===== src/rtl/i2c_txn_arbiter.sv =====
// Round-robin arbiter that shares one I2C master controller between NUM_REQ requesters,
// counting byte strobes per transaction and enforcing a bus-free gap between grants.
module i2c_txn_arbiter #(
   parameter int NUM_REQ   = 4,
   parameter int LEN_W     = 4,
   parameter int TIMEOUT   = 4096,
   parameter int STOP_WAIT = 64
) (
   input  logic                     core_clk,
   input  logic                     rst,
   input  logic [NUM_REQ-1:0]       req_valid,
   input  logic [NUM_REQ*8-1:0]     req_addr,
   input  logic [NUM_REQ*LEN_W-1:0] req_len,
   input  logic                     i2c_tx_byte_done,
   input  logic                     i2c_rx_byte_done,
   output logic [NUM_REQ-1:0]       req_ready,
   output logic [NUM_REQ-1:0]       grant,
   output logic [NUM_REQ-1:0]       done,
   output logic [NUM_REQ-1:0]       err,
   output logic                     busy,
   output logic                     i2c_enable,
   output logic [7:0]               i2c_slave_address,
   output logic [1:0]               state
);

   localparam int IDX_W = (NUM_REQ > 1) ? $clog2(NUM_REQ) : 1;
   localparam int TMR_W = $clog2(TIMEOUT + 1);
   localparam int GAP_W = $clog2(STOP_WAIT + 1);

   localparam logic [TMR_W-1:0] TMR_LAST = TMR_W'(TIMEOUT - 1);
   localparam logic [GAP_W-1:0] GAP_LAST = GAP_W'(STOP_WAIT - 1);

   localparam logic [1:0] ST_IDLE = 2'd0;
   localparam logic [1:0] ST_RUN  = 2'd1;
   localparam logic [1:0] ST_GAP  = 2'd2;

   logic [IDX_W-1:0]   last_grant;
   logic [IDX_W-1:0]   winner;
   logic [NUM_REQ-1:0] winner_oh;
   logic [LEN_W-1:0]   remaining;
   logic [TMR_W-1:0]   timer;
   logic [GAP_W-1:0]   gap_cnt;
   logic               counted;

   logic [7:0]       addr_arr [NUM_REQ];
   logic [LEN_W-1:0] len_arr  [NUM_REQ];

   for (genvar g = 0; g < NUM_REQ; g++) begin : g_unpack
      assign addr_arr[g] = req_addr[8*g +: 8];
      assign len_arr[g]  = req_len[LEN_W*g +: LEN_W];
   end

   // Circular search starting just above the previous winner.
   always_comb begin
      int  cand;
      logic found;
      cand   = 0;
      found  = 1'b0;
      winner = last_grant;
      for (int k = 1; k <= NUM_REQ; k++) begin
         cand = int'(last_grant) + k;
         if (cand >= NUM_REQ) cand = cand - NUM_REQ;
         if (!found && req_valid[cand[IDX_W-1:0]]) begin
            found  = 1'b1;
            winner = cand[IDX_W-1:0];
         end
      end
   end

   assign winner_oh = {{(NUM_REQ-1){1'b0}}, 1'b1} << winner;

   // Latched rw bit picks which controller strobe counts; the other is ignored.
   assign counted    = i2c_slave_address[0] ? i2c_rx_byte_done : i2c_tx_byte_done;
   assign busy       = (state != ST_IDLE);
   assign i2c_enable = (state == ST_RUN);

   always_ff @(posedge core_clk) begin
      if (rst) begin
         state             <= ST_IDLE;
         last_grant        <= IDX_W'(NUM_REQ - 1);
         grant             <= '0;
         req_ready         <= '0;
         done              <= '0;
         err               <= '0;
         i2c_slave_address <= '0;
         remaining         <= '0;
         timer             <= '0;
         gap_cnt           <= '0;
      end else begin
         req_ready <= '0;
         done      <= '0;
         err       <= '0;
         case (state)
            ST_IDLE: begin
               if (|req_valid) begin
                  state             <= ST_RUN;
                  grant             <= winner_oh;
                  req_ready         <= winner_oh;
                  last_grant        <= winner;
                  i2c_slave_address <= addr_arr[winner];
                  remaining         <= len_arr[winner];
                  timer             <= '0;
               end
            end
            ST_RUN: begin
               // A strobe on the expiry cycle wins over the timeout.
               if (counted) begin
                  timer <= '0;
                  if (remaining == '0) begin
                     state   <= ST_GAP;
                     done    <= grant;
                     grant   <= '0;
                     gap_cnt <= '0;
                  end else begin
                     remaining <= remaining - LEN_W'(1);
                  end
               end else if (timer == TMR_LAST) begin
                  state   <= ST_GAP;
                  err     <= grant;
                  grant   <= '0;
                  gap_cnt <= '0;
               end else begin
                  timer <= timer + TMR_W'(1);
               end
            end
            ST_GAP: begin
               if (gap_cnt == GAP_LAST) state <= ST_IDLE;
               else gap_cnt <= gap_cnt + GAP_W'(1);
            end
            default: state <= ST_IDLE;
         endcase
      end
   end

endmodule


===== config.mk =====
export PLATFORM = sky130hd
export DESIGN_NAME = i2c_txn_arbiter
export DESIGN_NICKNAME = d
export VERILOG_FILES = /design/src/rtl/i2c_txn_arbiter.sv
export SDC_FILE = /design/constraint.sdc
export NUM_CORES = 1
export LEC_CHECK = 0
export CORE_MARGIN = 5
export CORE_UTILIZATION = 45
export CTS_BUF_LIST = sky130_fd_sc_hd__clkbuf_4
export DETAILED_ROUTE_END_ITERATION = 7
export MAX_ROUTING_LAYER = met4
export PLACE_DENSITY = 0.88
export SETUP_SLACK_MARGIN = 0.3
export SLEW_MARGIN = 5
export SYNTH_ARGS = -nofsm -noshare
export SYNTH_HDL_FRONTEND = slang
export SYNTH_SLANG_ARGS = --single-unit

===== constraint.sdc =====
create_clock -name core_clk -period 5.2 [get_ports core_clk]
set_clock_uncertainty 0.15 [all_clocks]
set_input_delay 1.04 -clock core_clk [delete_from_list [all_inputs] [get_ports core_clk]]
set_output_delay 1.04 -clock core_clk [all_outputs]
set_load 0.05 [all_outputs]

== Yosys cells after proc, flatten, opt, wreduce, memory -nomap -nowiden ==
Cells that the tools add are included.
W data, S select, Z words.

* Reductions and logical operators: 21
* Add/subtract/negate cells: 11
* Equal/unequal tests: 12
* Bitwise logic cells: 7
* Shifts and indexed selects: 1
* Mux-type cells: 50
* Order comparisons: 9

{| class="wikitable"
|+ Operators with widths
! cell !! number
|-
| $mux W13 || 3
|-
| $mux W4 || 9
|-
| $mux W7 || 4
|-
| $mux W2 || 13
|-
| $pmux W13 S2 || 1
|-
| $bmux W8 S2 || 1
|-
| $mux W8 || 2
|-
| $pmux W4 S2 || 2
|-
| $reduce_and A4 Y1 || 4
|-
| $pmux W7 S2 || 1
|-
| $add A13 B1 Y13 const B || 1
|-
| $eq A13 B12 Y1 const B || 1
|-
| $ge A3 B3 Y1 const B || 4
|-
| $lt A2 B3 Y1 const B || 4
|-
| $reduce_or A4 Y1 || 3
|-
| $bmux W1 S2 || 4
|-
| $bmux W4 S2 || 1
|-
| $mux W1 || 8
|-
| $ne A2 B2 Y1 const B || 4
|-
| $sub A2 B1 Y2 const B || 4
|-
| $add A7 B1 Y7 const B || 1
|-
| $eq A7 B6 Y1 const B || 1
|-
| $add A2 B2 Y3 const B || 2
|-
| $not A1 Y1 || 6
|-
| other kinds (21) || 27
|}

* Logic and storage cells: 121
* Output and inout port bits: 28
* Register bits: 52

== Longest topological paths before layout ==
* Depth after elaboration: 21
* Gate-level depth with buffers: 8
* Mapped depth without buffers: 8

== Worst setup path after synthesis ==
Ideal clock, no wire load.

* Path type: input -> register
* From: input port req_valid[1]
* To: register remaining[1]
* Required time: 4.930 ns
* Library setup time: 0.120 ns
* Buffers on the path: 2
* Cell stages on the path: 8
* Data arrival time: 2.408 ns
* Setup slack: 2.523 ns
* Cell sequence: o21a_1 -> o21ai_1 -> and2_1 -> buf_2 -> buf_4 -> mux2i_1 -> nor3_1 -> o31a_1

* Cells in the longest elaborated chain, start to end: 18

{| class="wikitable"
|+ Ends and longest elaborated chain
! element !! RTL line !! RTL
|-
| start, declared || 11 || <nowiki>input logic [NUM_REQ-1:0] req_valid,</nowiki>
|-
| $bmux W1 S2 || 63 || <nowiki>if (!found && req_valid[cand[IDX_W-1:0]]) begin</nowiki>
|-
| $mux W1 (not written as such) || 63 ||
|-
| $mux W1 || 63 ||
|-
| $logic_not A1 Y1 || 63 ||
|-
| $logic_and A1 B1 Y1 || 63 ||
|-
| $mux W1 || 63 ||
|-
| $logic_not A1 Y1 || 63 ||
|-
| $logic_and A1 B1 Y1 || 63 ||
|-
| $mux W1 || 63 ||
|-
| $logic_not A1 Y1 || 63 ||
|-
| $logic_and A1 B1 Y1 || 63 ||
|-
| $mux W2 || 63 ||
|-
| $not A2 Y3 (not written as such) || 101 || <nowiki>remaining <= len_arr[winner];</nowiki>
|-
| $bmux W4 S2 || 101 ||
|-
| $mux W4 (not written as such) (2 in series) || 101 ||
|-
| $mux W4 || 95 || <nowiki>if (|req_valid) begin</nowiki>
|-
| $pmux W4 S2 || 93 || <nowiki>case (state)</nowiki>
|-
| end signal, assigned || 101 ||
|-
| end signal, assigned || 115 || <nowiki>remaining <= remaining - LEN_W'(1);</nowiki>
|-
| end, declared || 40 || <nowiki>logic [LEN_W-1:0] remaining;</nowiki>
|}

Parallel ways exist; a longest one is shown, timed or not. The select of a mux whose other input is x is not followed.
A chain may end at the register's enable or synchronous reset.

== Worst setup path in the final report ==
* From: register state[0]
* To: output port i2c_enable

* Cells in the longest elaborated chain, start to end: 1

{| class="wikitable"
|+ Ends and longest elaborated chain
! element !! RTL line !! RTL
|-
| start, declared || 23 || <nowiki>output logic [1:0] state</nowiki>
|-
| start signal, assigned || 79 || <nowiki>state <= ST_IDLE;</nowiki>
|-
| start signal, assigned || 96 || <nowiki>state <= ST_RUN;</nowiki>
|-
| start signal, assigned || 110 || <nowiki>state <= ST_GAP;</nowiki>
|-
| $eq A2 B1 Y1 || 75 || <nowiki>assign i2c_enable = (state == ST_RUN);</nowiki>
|-
| end, declared || 21 || <nowiki>output logic i2c_enable,</nowiki>
|}

No other way between the ends.

==> summary.md <==
| Metric | Value |
|---|---|
| Status | finished clean |
| Hold Fails Final Rpt | 0 |
| FILL cells | 472 |
| Number of global-route vias before repair | 2378 |
| Die Area | 7230 um2 |
| Util after Layout | 63.4% |
| Syn Inst Count | 294 |
| Yosys reg bits | 52 |
| FF+latch area | 1040 um2 |
| PD cells | 494 nW/um2 |
| Clock slew at reported path FFs | 0.15 ns |
| Worst Tran Pin Value | 0.960 ns |
| Ys Warns | 0 |
| Ys flop type | dfxtp_1 |
| I/O pin count | 84 |
| TNS Setup | 0 ns |
| Leak Pwr | 1.31 nW |
| Most common cell after layout, fill and taps aside | clkdlybuf4s50_1 |
| DRC violations left | 0 |
| R2R Setup Slk | 2.75 ns |
| Critical Path RT | 4.01 ns |
| GR Util All Layers | 19.3% |
| Syn_area_per_cell | 8.62 um2 |
| Mapped Area | 2530 um2 |
| Clk buf depth | 2 |
| Vias per cell | 5.44 |
| Share of cells above drive strength 1 | 6.15% |
| Worst IR Drop VDD | 0.337 mV |
| Clk_lat worst skew | 0.38 ns |
| I/O Buffers | 83 |
| Clk sink count | 52 |
| Worst r2r src | timer[0] |
| Largest net degree at the start of global routing | 30 |
| Max_slew headroom | 35.5% |
| Clk root buf | clkbuf_4 |
| Minimum clock period | 3.41 ns |
| Setup violations, final | 0 |
| Sequential element share of the synthesized area | 41.1% |
| CP max FO | 8 |
| Fmax achieved | 293 MHz |
| Max Cap Viol | 0 |
| Hold Path Cell Cnt | 2 |
| Die Y-Extent | 85.0 um |
| Routed length per instance | 15.1 um |
| DR iter-0 viols | 156 |
| Crit path launch type | register |
| CTS tree | done |
| DRT Pass-1 Iters | 4 |
| H-tree depth | 2 |
| Fraction of registers with async set/reset | 0% |
| Synth top area share | 41.1% |
| Chip width | 85.0 um |
| Yosys top cell by area | dfxtp_1 |
| DRT antenna net count | 0 |
| Critical path type | reg -> out |
| PostCTS Resize Cnt | 0 |
| Final worst-path cycle share | 65.6% |
| Worst Reg-to-Reg Cells | 7 |
| TritonCTS Buffers | 5 |
| First-pass GRT wire length | 11100 um |
| Worst min-delay path startpoint | gap_cnt[6] |
| Initial Util | 46.3% |
| Final #Nets | 432 |
| Critical Path End Type | output pin |
| Via count | 2427 |
| Final Max Tran Viols | 0 |
| Hold Path Class | reg -> reg |
| Initial antenna violation count | 0 |
| DP HPWL | 5250 um |
| Most frequent cells in the layout | 83 x clkdlybuf4s50_1, 52 x dfxtp_1, 37 x nand2_1 |
| Synth cell types | 47 |
| Min-Delay Endpoint | gap_cnt[6] |
| Reg2reg end | timer[4] |
| Placer congestion estimate | 0.851 |
| Grt ovf | 0 |
| CTS Hold Buffers Added | 0 |
| Synth top area cells | dfxtp_1 41%, nand2_1 5.5%, mux2i_1 5.1% |
| Area of the multi-input gates | 1400 um2 |
| Critical path arrival | 2.22 ns |
| Post-synth EDFFs | 0 |
| Post-Synthesis Net Count | 353 |
| Total Routed Length | 6750 um |
| Cell Rows | 27 |
| Antenna Cells | 0 |
| RSZ-0062 raised after global routing | no |
| Post-CTS Setup Bufs | 0 |
| Area growth, synth to finish | 37.0% |
| Core Area | 5470 um2 |
[state kept, by name, summed over array words and instances (netlist names)]
register / flops
req_ready: 4
err: 4
remaining: 4
last_grant: 2
state: 2
done: 4
timer: 13
grant: 4
gap_cnt: 7
i2c_slave_address: 8
[cell usage after synthesis (2+ instances only)]
cell type and n:
nor4_1 2, inv_1 8, a31oi_1 6, nand3_1 8, buf_2 3, a211o_1 2, mux2i_1 13, nand2_1 37
a221o_1 9, a21o_1 5, dfxtp_1 52, nor3_1 12, nor3b_1 2, o21a_1 2, xor2_1 12, mux2_2 4
or2_2 2, clkbuf_1 9, a21oi_1 25, nand3b_1 2, ha_1 3, or3_1 2, nor2b_1 3, nor2_1 22
o211ai_1 2, nand4_1 5, and3_1 3, a41oi_1 2, o31a_1 2, o21ai_0 3, and2_1 11, nand2b_1 5
a311oi_1 2
[critical path, stage by stage (launching register included)]
cell and delay, ns:
dfxtp_1 0.47, nand2b_1 0.22, inv_1 0.29, clkdlybuf4s50_1 0.87
[area by class of cell]
cell class / instances / area share, %
Timing Repair Buffer: 86 / 24.6
Inverter: 8 / 0.865
Tap cell: 72 / 2.60
Multi-Input combinational cell: 220 / 40.2
Sequential cell: 52 / 30.0
Clock buffer: 5 / 1.08
Clock inverter: 3 / 0.685
[worst max-delay path by stage]
| stage | startpoint | endpoint | slack (ns) | cells after the start |
|---|---|---|---|---|
| after global routing | state[0] | i2c_enable | 1.68 | 3 |
| after global placement | req_valid[1] | remaining[0] | 1.80 | 8 |
| after CTS | state[1] | i2c_enable | 1.80 | 3 |
| after floorplan | req_valid[1] | remaining[1] | 2.52 | 8 |
| after detailed placement | req_valid[3] | remaining[0] | 1.74 | 8 |
| final | state[0] | i2c_enable | 1.79 | 3 |
[power breakdown]
part,total (W),leakage [nW],switching (W),internal (W)
Combinational,0.000994,0.859,0.000624,0.000370
Clock,0.000185,0.0274,0.000131,0.0000534
Sequential,0.000537,0.423,0.0000607,0.000476
[metrics by stage]
step | power, W | setup slack (ns) | hold slack (ns) | instance area [um2] | std cells
global route | 0.00183 | 1.68 | 0.330 | 3470 | 446
CTS | 0.00172 | 1.80 | 0.304 | 3470 | 446
floorplan | 0.00126 | 2.52 | 0.260 | 2530 | 294
finish | 0.00172 | 1.79 | 0.305 | 3470 | 446
detailed placement | 0.00153 | 1.74 | 0.285 | 3410 | 438
global placement | 0.00150 | 1.80 | 0.268 | 3410 | 438
[kinds of logic (layout without fill, tap and decap cells)]
logic type	count (synthesis)	in the layout	share of synthesized area, %
flip-flops	52	52	41.1
AO/OA/AOI/OAI	67	67	18.6
buffers and inverters	22	102	3.85
adder cells (fa/ha/maj)	3	3	1.48
multiplexers	17	17	6.91
XOR/XNOR	12	12	4.15
AND/OR/NAND/NOR	121	121	23.9
[layer usage]
layer,share of wire (%),GRT usage (%),wire (um),up-vias
met1,43,23.1,2890,1134
li1,-,-,-,1207
met3,4.7,3.59,317,13
met2,50,31.9,3370,73
met4,2.5,7.77,166,0
met5,0,-,0,-
Note: power is estimated with default switching activity, not from simulation.
